[config.mk]
export PLATFORM = sky130hd
export DESIGN_NAME = mem_arbiter
export DESIGN_NICKNAME = d
export VERILOG_FILES = /design/src/rtl/mem_arbiter.sv
export SDC_FILE = /design/constraint.sdc
export NUM_CORES = 1
export LEC_CHECK = 0
export ABC_AREA = 1
export CAP_MARGIN = 20
export CORE_AREA = 3 3 105 107
export CTS_BUF_LIST = sky130_fd_sc_hd__clkbuf_16
export CTS_CLUSTER_DIAMETER = 150
export CTS_CLUSTER_SIZE = 8
export DETAILED_ROUTE_END_ITERATION = 12
export DIE_AREA = 0 0 108 110
export PLACE_DENSITY = 0.73
export RECOVER_POWER = 25
export SLEW_MARGIN = 15
export SYNTH_ARGS = -nofsm -noshare
export SYNTH_HDL_FRONTEND = slang
export SYNTH_SLANG_ARGS = --single-unit
[constraint.sdc]
create_clock -name clk -period 1.05 [get_ports clk]
set_clock_uncertainty 0.2 [all_clocks]
set_input_delay 0.105 -clock clk [delete_from_list [all_inputs] [get_ports clk]]
set_output_delay 0.105 -clock clk [all_outputs]
set_load 0.02 [all_outputs]
[src/rtl/mem_arbiter.sv]
// Two-master (fetch / load-store) arbiter in front of a single-port sync RAM.
// Define MEM_ARB_STARVE_EN to enable the fetch starvation counter; default is strict data priority.
module mem_arbiter #(
  parameter int unsigned STARVE_MAX = 4
) (
  input  logic        clk,
  input  logic        rst,
  input  logic        if_req_i,
  input  logic [31:0] if_addr_i,
  output logic        if_gnt_o,
  output logic        if_rvalid_o,
  output logic [31:0] if_rdata_o,
  input  logic        d_req_i,
  input  logic        d_we_i,
  input  logic [31:0] d_addr_i,
  input  logic [31:0] d_wdata_i,
  input  logic [3:0]  d_be_i,
  output logic        d_gnt_o,
  output logic        d_rvalid_o,
  output logic [31:0] d_rdata_o,
  output logic        mem_en_o,
  output logic [3:0]  mem_we_o,
  output logic [31:0] mem_addr_o,
  output logic [31:0] mem_wdata_o,
  input  logic [31:0] mem_rdata_i,
  input  logic        flush_i,
  output logic        hold_flag_o
);

  typedef enum logic [1:0] {IDLE, RD_IF, RD_D, WR_D} state_e;

  state_e state_q, state_d;
  logic   starve_win;

`ifdef MEM_ARB_STARVE_EN
  logic [3:0] starve_cnt_q, starve_cnt_d;

  // Fetch overrides data once it has been denied STARVE_MAX cycles in a row.
  assign starve_win = (starve_cnt_q >= 4'(STARVE_MAX)) && if_req_i && !flush_i;

  always_comb begin
    starve_cnt_d = starve_cnt_q;
    if (!if_req_i || flush_i || if_gnt_o)
      starve_cnt_d = '0;
    else if (starve_cnt_q != '1)
      starve_cnt_d = starve_cnt_q + 4'd1;
  end
`else
  logic unused_starve_max;
  assign unused_starve_max = ^STARVE_MAX;
  assign starve_win        = 1'b0;
`endif

  assign d_gnt_o     = rst && d_req_i && !starve_win;
  assign if_gnt_o    = rst && if_req_i && !flush_i && !d_gnt_o;
  assign hold_flag_o = rst && if_req_i && !if_gnt_o;

  always_comb begin
    mem_en_o    = d_gnt_o || if_gnt_o;
    mem_we_o    = '0;
    mem_addr_o  = '0;
    mem_wdata_o = '0;
    state_d     = IDLE;
    if (d_gnt_o) begin
      mem_addr_o  = d_addr_i;
      mem_wdata_o = d_wdata_i;
      mem_we_o    = d_we_i ? d_be_i : 4'b0000;
      state_d     = d_we_i ? WR_D : RD_D;
    end else if (if_gnt_o) begin
      mem_addr_o = if_addr_i;
      state_d    = RD_IF;
    end
  end

  always_ff @(posedge clk) begin
    if (!rst) begin
      state_q <= IDLE;
`ifdef MEM_ARB_STARVE_EN
      starve_cnt_q <= '0;
`endif
    end else begin
      state_q <= state_d;
`ifdef MEM_ARB_STARVE_EN
      starve_cnt_q <= starve_cnt_d;
`endif
    end
  end

  // Response side follows the access recorded last cycle; flush only kills fetch data.
  assign if_rvalid_o = rst && (state_q == RD_IF) && !flush_i;
  assign d_rvalid_o  = rst && (state_q == RD_D);
  assign if_rdata_o  = if_rvalid_o ? mem_rdata_i : '0;
  assign d_rdata_o   = d_rvalid_o  ? mem_rdata_i : '0;

endmodule

Yosys cells after proc, flatten, opt, wreduce, memory -nomap -nowiden
Index checks and enable logic that the tools add are counted.
Widths: inputs -> output; s select.

storage, ports and cells
  word-level logic and storage cells = 25
  input port bits = 138
  register bits after elaboration = 2
  output and inout port bits = 138

cells by class
  eq/ne operators = 2
  multiplexer cells = 10
  reduce and logical (&&, ||, !) cells = 12

operators with widths
  cell                count
  $mux 32             5
  $logic_and 1x1->1   8
  $mux 4              2
  $logic_not 1->1     3
  $eq 2x1->1 const B  1
  $eq 2x2->1 const B  1
  $mux 1              2
  $mux 2              1
  $logic_or 1x1->1    1

Longest topological paths before layout
Gate-level depths: netlist (run 1).

  word-level depth = 5
  mapped depth = 5
  gate-level depth less buffers = 4

Worst setup path before layout (run 1)
OpenSTA, ideal clock, no wires.

  kind = register -> output
  start point = reg state_q[0]
  end point = out if_rdata_o[22]
  data required time = 0.745 ns
  buffers on the path = 1
  data arrival time = 1.014 ns
  slack = -0.269 ns
  stages on the path, launching flop included = 6
  path through = dfxtp_1 -> inv_1 -> nor2_1 -> nand3_1 -> buf_2 -> nor2_1

on the way
  cells in the longest elaborated chain, start to end = 4

RTL lines
  what                             line  RTL
  start, declared                  32    state_e state_q, state_d;
  start signal, assigned           82    state_q <= state_d;
  $eq 2x1->1                       90    assign if_rvalid_o = rst && (state_q == RD_IF) && !flush_i;
  $logic_and 1x1->1 (2 in series)  90
  $mux 32                          92    assign if_rdata_o = if_rvalid_o ? mem_rdata_i : '0;
  end, declared                    12    output logic [31:0] if_rdata_o,

Every way passes these cells.

Worst setup path in the final report (run 1)
  start point = reg state_q[0]
  end point = out if_rdata_o[2]

The elaborated chain is that of the path after synthesis.

==> impl_metrics.json, run 1 <==
{
  "synth-seq-cells": 2,
  "clk_pin_slew_worst_paths_ps": 30,
  "grt_start_max_net_pins": 20,
  "path_class": "reg -> out",
  "kind_of_path_behind_the_tightest_hold_check": "in -> reg",
  "core_um2": 10230,
  "min_period_ps": 1652,
  "fmax_mhz": 605.3,
  "synth_largest_area_cell": "nor2_1",
  "failed_checks": "negative setup slack",
  "ios": 276,
  "vias_per_cell": 4.102,
  "ant_nets": 0,
  "postLayoutCoreUtil_pct": 60.98,
  "syn-mean-instance-area_um2": 4.173,
  "h-tree-depth": 1,
  "setup_viol": 138,
  "post-layout-total-power_mw": 2.807,
  "vdd_drop_max_mv": 0.3655,
  "worstPathBufferInverterCount": 4,
  "clock_tree_from_tritoncts": "done",
  "crit_family": "buffers and inverters",
  "cts_buffer_depth": 2,
  "crit_path_cells": "inv_2 > nor2_4 > nand3_4 > buf_12 > buf_16 > nor2_4 > buf_6",
  "drv.max_cap_violation_count": 0,
  "design.final.nets": 760,
  "timing.critical_path.fanout_max": 7,
  "synth.lib_cells_used.distinct": 12,
  "seq_total_area_yosys_pct": 3.156,
  "post-route-drc-count": 0,
  "number_of_buffers_inserted_by_port_buffering": 275,
  "dpl.cell_count": 718,
  "hold_violations": 0,
  "critical_path_end_type": "primary output",
  "dr.pass1.iters": 4,
  "row_count": 37,
  "setup_repair_after_global_routing_missed_its_margin": "true",
  "grt_antenna_before_repair": 0,
  "proportion_of_layout_cells_with_a_drive_suffix_above_1_pct": 61.29,
  "fin_cells": 756,
  "final_critical_path_setup_slack_ps": -602.2,
  "power.density_cell_area_nw_per_um2": 449.9,
  "slew_viol_final": 0,
  "synth_top_cells_by_area": "nor2_1 30%, nand2_1 21%, inv_1 21%",
  "via_count_of_the_first_global_routing_pass": 2953,
  "initial_utilization_pct": 12.40,
  "ctsRootBufferMaster": "clkbuf_16",
  "chipHeight_um": 110,
  "grt_pass1_wl_mm": 14.82,
  "routed_wire_length_per_instance_um": 15.22,
  "yosys.area.top_type_share_pct": 30.47,
  "diodes": 0,
  "worst_ep_required_time_ps": 740,
  "wl_mm": 11.51,
  "worst_slew_margin_rel_pct": 84.73,
  "run_status": "complete, but fails checks",
  "cts_inserted_buffers": 3,
  "reg.largest.list": "state_q x2",
  "registers.top_by_ff_count": "state_q",
  "synth_nets": 442,
  "route.vias.total": 3101,
  "worst_slew_pin_slew_ps": 229.0,
  "grt_usage_pct": 15.65,
  "overall_die_width_um": 108,
  "number_of_flip_flops_under_the_largest_register_name": 2,
  "longest_individual_stage_delay_on_the_worst_path_ps": 310,
  "post_synth_inst_count": 304,
  "cpMaxStageDelayCell": "dfxtp_2",
  "power.static_leakage_nw": 2.875,
  "hpwl_mm": 7.920,
  "die_area_um2": 11880,
  "drt_iter0_markers": 74,
  "data_arrival_time_at_the_worst_slack_endpoint_ps": 1350,
  "signed_area_change_from_the_synthesized_netlist_to_the_final_layout_pct": 391.7,
  "critPathLaunchType": "flip-flop",
  "timing.critical_path.mode_cell": "nor2_4",
  "yosysWarnings": 0,
  "grt.overflow.total": 0,
  "final.period_utilization_pct": 157.3,
  "synth.cell_area_um2": 1269,
  "clock-sinks": 2,
  "gp_congestion": 0.7284
}
## through the flow
| step | worst slack [ps] | TNS [ps] | area [um^2] | hold WS [ps] |
|---|---|---|---|---|
| final | -602.2 | -53140 | 6238 | 135.3 |
| after global routing | -670.4 | -60430 | 6238 | 182.2 |
| after CTS | -651.6 | -58650 | 5286 | 133.8 |
| after detailed placement | -1215 | -147690 | 4788 | 622.9 |
| after global placement | -1201 | -146100 | 4788 | 625.3 |
| after floorplan | -182.6 | -10010 | 1747 | 17.74 |
## cell type report
type / instances / area (um^2)
Sequential cell: 2 / 42.54
Fill cell: 822 / 3993
Timing Repair Buffer: 332 / 3754
Tap cell: 136 / 170.2
Inverter: 71 / 281.5
Clock buffer: 3 / 75.07
Multi-Input combinational cell: 212 / 1916
## worst paths after layout
check | cells after the start | from | endpoint | slack [ps]
worst min-delay path | 3 | d_we_i | state_q[0] | 140
worst max-delay path | 7 | state_q[0] | if_rdata_o[2] | -600
## where the power goes
| group | switching, mW | internal [mW] |
|---|---|---|
| registers | 0.00296 | 0.0823 |
| logic | 0.983 | 1.16 |
| clock network | 0.0940 | 0.485 |
| total | 1.08 | 1.73 |
## per-layer routing
metal	up-vias	part of all wire [%]	global-route usage, %
met5	-	0	0
met4	0	0.43	1.803
met3	6	9.4	4.019
met2	154	57	32.37
met1	1443	33	16.06
li1	1498	-	-
## Yosys cell counts
cell	number
buf_2	13
buf_4	3
buf_6	2
clkbuf_1	1
dfxtp_1	2
inv_1	70
inv_2	1
nand2_1	72
nand3_1	35
nor2_1	103
nor2_4	1
o21ai_0	1
## repair_timing
| action | 4_1_cts | 5_1_grt |
|---|---|---|
| setup endpoints to repair | 140 | 138 |
| resized for setup | 793 | 258 |
| cloned | 8 | 5 |
| hold buffers | 0 | 0 |
| pin swaps | 20 | 54 |
| buffers inserted | 7 | 19 |
## logic make-up after synthesis
family          synth area share, %
compound gates               0.3941
buf+inv                       29.98
flops                         3.156
simple gates                  66.47
## cell usage in the layout, fill, tap and decap left out, types with 6 or more instances in the layout
cell type and instances:
buf_12 8, dlymetal6s2s_1 9, nor2_4 99, buf_8 8, buf_16 7, clkbuf_16 7
nand2_2 34, buf_6 146, nand2_1 35, nand3_2 22, clkdlybuf4s50_1 123, buf_2 6
buf_4 19, nand3_4 8, inv_1 63
(Power assumes the default switching activity.)
==> run 2, diff against run 1 <==
--- a/config.mk
+++ b/config.mk
@@ -13,7 +13,7 @@
 export CTS_CLUSTER_SIZE = 8
 export DETAILED_ROUTE_END_ITERATION = 12
 export DIE_AREA = 0 0 108 110
-export PLACE_DENSITY = 0.73
+export PLACE_DENSITY = 0.63
 export RECOVER_POWER = 25
 export SLEW_MARGIN = 15
 export SYNTH_ARGS = -nofsm -noshare
==> impl_metrics.json, run 2 (synthesized netlist as in run 1, its figures left out) <==
{
  "run_status": "complete, but fails checks",
  "failed_checks": "negative setup slack",
  "overall_die_width_um": 108,
  "grt_start_max_net_pins": 17,
  "fmax_mhz": 600.0,
  "route.vias.total": 3174,
  "proportion_of_layout_cells_with_a_drive_suffix_above_1_pct": 65.22,
  "dr.pass1.iters": 4,
  "setup_repair_after_global_routing_missed_its_margin": "true",
  "layout.area.seq_um2": 40.04,
  "ios": 276,
  "grt.overflow.total": 0,
  "wl_mm": 12.17,
  "whs_path_depth": 5,
  "number_of_flip_flops_under_the_largest_register_name": 2,
  "setup-tns-final_ps": -49780,
  "filler_cell_count": 807,
  "via_count_of_the_first_global_routing_pass": 3318,
  "grt_usage_pct": 17.94,
  "grt_pass1_wl_mm": 16.86,
  "clock_tree_from_tritoncts": "done",
  "multi_input_area_um2": 2163,
  "clock-sinks": 2,
  "worst_slew_margin_rel_pct": 86.39,
  "setup_viol": 137,
  "hold_violations": 0,
  "slew_viol_final": 0,
  "number_of_buffers_inserted_by_port_buffering": 275,
  "h-tree-depth": 1,
  "critPathLaunchType": "flip-flop",
  "clk_pin_slew_worst_paths_ps": 30,
  "crit_path_cells": "inv_2 > buf_6 > nand3_4 > buf_6 > buf_16 > nor2_4 > buf_6",
  "most_frequent_standard_cell_in_the_layout_excluding_fill_and_tap_cells": "clkdlybuf4s50_1",
  "gp_congestion": 0.7334,
  "design.final.nets": 761,
  "row_count": 37,
  "hold_slack_ps": 93.56,
  "longest_individual_stage_delay_on_the_worst_path_ps": 290,
  "cts_inserted_buffers": 3,
  "initial_utilization_pct": 12.40,
  "post-route-drc-count": 0,
  "vias_per_cell": 4.193,
  "power.density_cell_area_nw_per_um2": 454.9,
  "cpMaxStageDelayCell": "dfxtp_1",
  "critical_path_end_type": "primary output",
  "hpwl_mm": 7.584,
  "data_arrival_time_at_the_worst_slack_endpoint_ps": 1360,
  "power.static_leakage_nw": 2.988,
  "path_class": "reg -> out",
  "worst_slew_pin_slew_ps": 204.0,
  "worst_hold_path.endpoint": "state_q[0]",
  "core_um2": 10230,
  "ant_nets": 0,
  "final.period_utilization_pct": 158.7,
  "timing.critical_path.fanout_max": 6,
  "timing.critical_path.mode_cell": "buf_6",
  "worstPathBufferInverterCount": 5,
  "grt_antenna_before_repair": 0,
  "hold_path.startpoint": "flush_i",
  "routed_wire_length_per_instance_um": 16.08,
  "ctsRootBufferMaster": "clkbuf_16",
  "drt_iter0_markers": 125,
  "post_dp_cell_area_um2": 4798,
  "reg.largest.list": "state_q x2",
  "chipHeight_um": 110,
  "final_critical_path_setup_slack_ps": -616.6,
  "crit_family": "buffers and inverters",
  "dpl_worst_slack_ps": -1169,
  "die_area_um2": 11880,
  "most-common-layout-cells": "126 x clkdlybuf4s50_1, 115 x buf_6, 97 x nor2_4",
  "kind_of_path_behind_the_tightest_hold_check": "in -> reg",
  "diodes": 0,
  "registers.top_by_ff_count": "state_q",
  "worst_ep_required_time_ps": 740,
  "vdd_drop_max_mv": 0.4047,
  "min_period_ps": 1667,
  "stdcell_area_um2": 6452,
  "drv.max_cap_violation_count": 0,
  "signed_area_change_from_the_synthesized_netlist_to_the_final_layout_pct": 408.6,
  "cts_buffer_depth": 2
}
-- run 2: per-layer routing --
metal / wire length, um / vias to the layer above / track usage [%]
met3: 1005 / 29 / 4.019
met5: 0 / - / 0
met4: 342 / 0 / 6.402
met1: 4020 / 1452 / 18.89
li1: - / 1511 / -
met2: 6802 / 182 / 34.81
-- run 2: layout make-up --
cell class / instances / share of cell area [%]
tap: 136 / 2.637
inverter: 71 / 4.363
timing repair buffer: 333 / 57.69
clock buffer: 3 / 1.163
sequential: 2 / 0.6205
multi-input combinational: 212 / 33.53
-- run 2: worst max path at each step --
stage | cells after the start | from | slack, ps | endpoint
finish | 7 | state_q[0] | -620 | d_rdata_o[16]
global route | 7 | state_q[0] | -670 | d_rdata_o[18]
CTS | 6 | state_q[0] | -600 | d_rdata_o[8]
detailed placement | 8 | rst | -1170 | mem_addr_o[15]
global placement | 8 | rst | -1170 | mem_addr_o[15]
floorplan | 5 | state_q[0] | -180 | if_rdata_o[12]
-- run 2: repair_timing --
action	CTS	global route
gates resized for setup	936	138
hold buffers	0	0
cloned	19	0
pin swaps	40	45
setup endpoints to repair	140	140
setup buffers	25	8
-- run 2: power breakdown --
part           leakage (nW)  switching, mW  internal (mW)
logic                  2.93           1.06           1.21
clock network        0.0370         0.0910          0.485
registers            0.0166        0.00227         0.0814
-- run 2: tightest hold or removal path, stage by stage --
cell and delay (ps):
buf_8 80, inv_2 50, nand3_4 80, buf_6 100
o21ai_1 50
-- run 2: stage by stage --
stage	total power [mW]	utilization [%]	instances
after detailed placement	1.702	46.90	716
after global routing	3.068	63.07	757
final	2.936	63.07	757
after global placement	1.689	46.90	716
after floorplan	0.7191	-	304
after CTS	2.851	60.06	762
==> run 3, diff against run 2 <==
==> constraint.sdc (replaced) <==
create_clock -name clk -period 1.4 [get_ports clk]
set_clock_uncertainty 0.2 [all_clocks]
set_input_delay 0.14 -clock clk [delete_from_list [all_inputs] [get_ports clk]]
set_output_delay 0.14 -clock clk [all_outputs]
set_load 0.02 [all_outputs]
==> impl_metrics.json, run 3 (synthesized netlist as in run 1, its figures left out) <==
{
  "run_status": "complete, but fails checks",
  "failed_checks": "negative setup slack",
  "signed_area_change_from_the_synthesized_netlist_to_the_final_layout_pct": 247.1,
  "vdd_drop_max_mv": 0.4883,
  "worst_ep_required_time_ps": 1060,
  "hpwl_mm": 7.413,
  "grt_start_max_net_pins": 38,
  "grt_antenna_before_repair": 0,
  "power.clock.fraction_pct": 26.6,
  "data_arrival_time_at_the_worst_slack_endpoint_ps": 1280,
  "internal_power_mw": 1.054,
  "clk_pin_slew_worst_paths_ps": 30,
  "min_period_ps": 1622,
  "vias_per_cell": 3.983,
  "clock_tree_from_tritoncts": "done",
  "critPathLaunchType": "flip-flop",
  "row_count": 37,
  "route.vias.total": 2876,
  "filler_cell_count": 1046,
  "dr.pass1.iters": 4,
  "hold_path.startpoint": "d_we_i",
  "gp_congestion": 0.8676,
  "reg.largest.list": "state_q x2",
  "proportion_of_layout_cells_with_a_drive_suffix_above_1_pct": 36.69,
  "ios": 276,
  "initial_utilization_pct": 12.40,
  "power.share.switching_pct": 36.24,
  "ant_nets": 0,
  "number_of_flip_flops_under_the_largest_register_name": 2,
  "cp-startpoint": "state_q[1]",
  "clock-sinks": 2,
  "final.period_utilization_pct": 115.8,
  "hold_violations": 0,
  "power.sequential.fraction_pct": 3.9,
  "chipHeight_um": 110,
  "power.density_cell_area_nw_per_um2": 375.4,
  "drv.max_cap_violation_count": 0,
  "h-tree-depth": 1,
  "cpMaxStageDelayCell": "dfxtp_2",
  "kind_of_path_behind_the_tightest_hold_check": "in -> reg",
  "via_count_of_the_first_global_routing_pass": 2732,
  "design.final.nets": 726,
  "most-common-layout-cells": "132 x clkdlybuf4s50_1, 80 x nor2_1, 68 x inv_1",
  "final_critical_path_setup_slack_ps": -221.8,
  "grt.overflow.total": 0,
  "slew_viol_final": 0,
  "drt_iter0_markers": 148,
  "routed_wire_length_per_instance_um": 13.99,
  "post-route-drc-count": 0,
  "worst_slew_pin_slew_ps": 258.0,
  "dpl.cell_count": 708,
  "hold_slack_ps": 187.5,
  "overall_die_width_um": 108,
  "switching_power_uw": 599.1,
  "worst_slew_margin_rel_pct": 82.80,
  "setup_viol": 72,
  "timing.critical_path.fanout_max": 17,
  "path_class": "reg -> out",
  "fin_cells": 722,
  "setup_repair_after_global_routing_missed_its_margin": "true",
  "power_frac_comb_pct": 69.5,
  "most_frequent_standard_cell_in_the_layout_excluding_fill_and_tap_cells": "clkdlybuf4s50_1",
  "ctsRootBufferMaster": "clkbuf_16",
  "longest_individual_stage_delay_on_the_worst_path_ps": 330,
  "number_of_buffers_inserted_by_port_buffering": 275,
  "registers.top_by_ff_count": "state_q",
  "power.static_leakage_nw": 2.418,
  "diodes": 0,
  "wl_mm": 10.10,
  "grt_pass1_wl_mm": 13.62,
  "die_area_um2": 11880,
  "critical_path_end_type": "primary output",
  "cts_buffer_depth": 2,
  "grt_usage_pct": 14.54,
  "core_um2": 10230,
  "cts_inserted_buffers": 3,
  "crit_path_cells": "nor2_4 > nand3_4 > buf_12 > nor2_1 > buf_4",
  "fmax_mhz": 616.6
}
## run 3: worst paths after layout
| kind | to | cells past startpoint | slack (ps) |
|---|---|---|---|
| max | if_rdata_o[19] | 5 | -220 |
| min | state_q[0] | 3 | 190 |
## run 3: power groups by stage
| stage | clock network (mW) | logic [mW] | registers (mW) |
|---|---|---|---|
| 2_1_floorplan | 0 | 0.376 | 0.0626 |
| 3_3_place_gp | 0 | 1.09 | 0.0629 |
| 3_5_place_dp | 0 | 1.09 | 0.0629 |
| 4_1_cts | 0.452 | 1.16 | 0.0624 |
| 5_1_grt | 0.452 | 1.23 | 0.0650 |
| 6_report | 0.440 | 1.15 | 0.0645 |
## run 3: per-layer routing
layer | GRT usage [%] | part of all wire, %
met1 | 15.32 | 33
met2 | 27.93 | 54
met3 | 3.786 | 11
met4 | 4.959 | 2.0
met5 | 0 | 0
## run 3: cell type report
| type | count | area [um^2] | share of cell area (%) |
|---|---|---|---|
| timing repair buffer | 298 | 2791 | 63.38 |
| multi-input combinational | 212 | 1049 | 23.81 |
| inverter | 71 | 276.5 | 6.278 |
| tap | 136 | 170.2 | 3.864 |
| clock buffer | 3 | 75.07 | 1.705 |
| sequential | 2 | 42.54 | 0.9659 |
## run 3: what timing repair did
item,in CTS,in global routing
pin swaps,15,5
gates cloned,6,2
hold buffers,1,0
buffers inserted,6,0
endpoints found under the setup margin,138,133
resized for setup,633,92
endpoints found under the hold margin,1,0
## run 3: per-stage QoR
stage / instance area (um^2) / util, % / total power, mW / setup TNS (ps) / worst slack [ps]
2_1_floorplan: 1269 / - / 0.4390 / 0 / 45.83
3_3_place_gp: 4255 / 41.59 / 1.153 / -101380 / -819.1
3_5_place_dp: 4255 / 41.59 / 1.158 / -102200 / -830.3
4_1_cts: 4472 / 43.71 / 1.674 / -7962 / -184.2
5_1_grt: 4404 / 43.05 / 1.747 / -15730 / -276.3
6_report: 4404 / 43.05 / 1.653 / -10390 / -221.8
## run 3: critical path, delay by kind of cell, from the launching register on
family / cells / cell delay, ps
buffers and inverters: 2 / 350
and+or+nand+nor: 3 / 380
DFF: 1 / 330
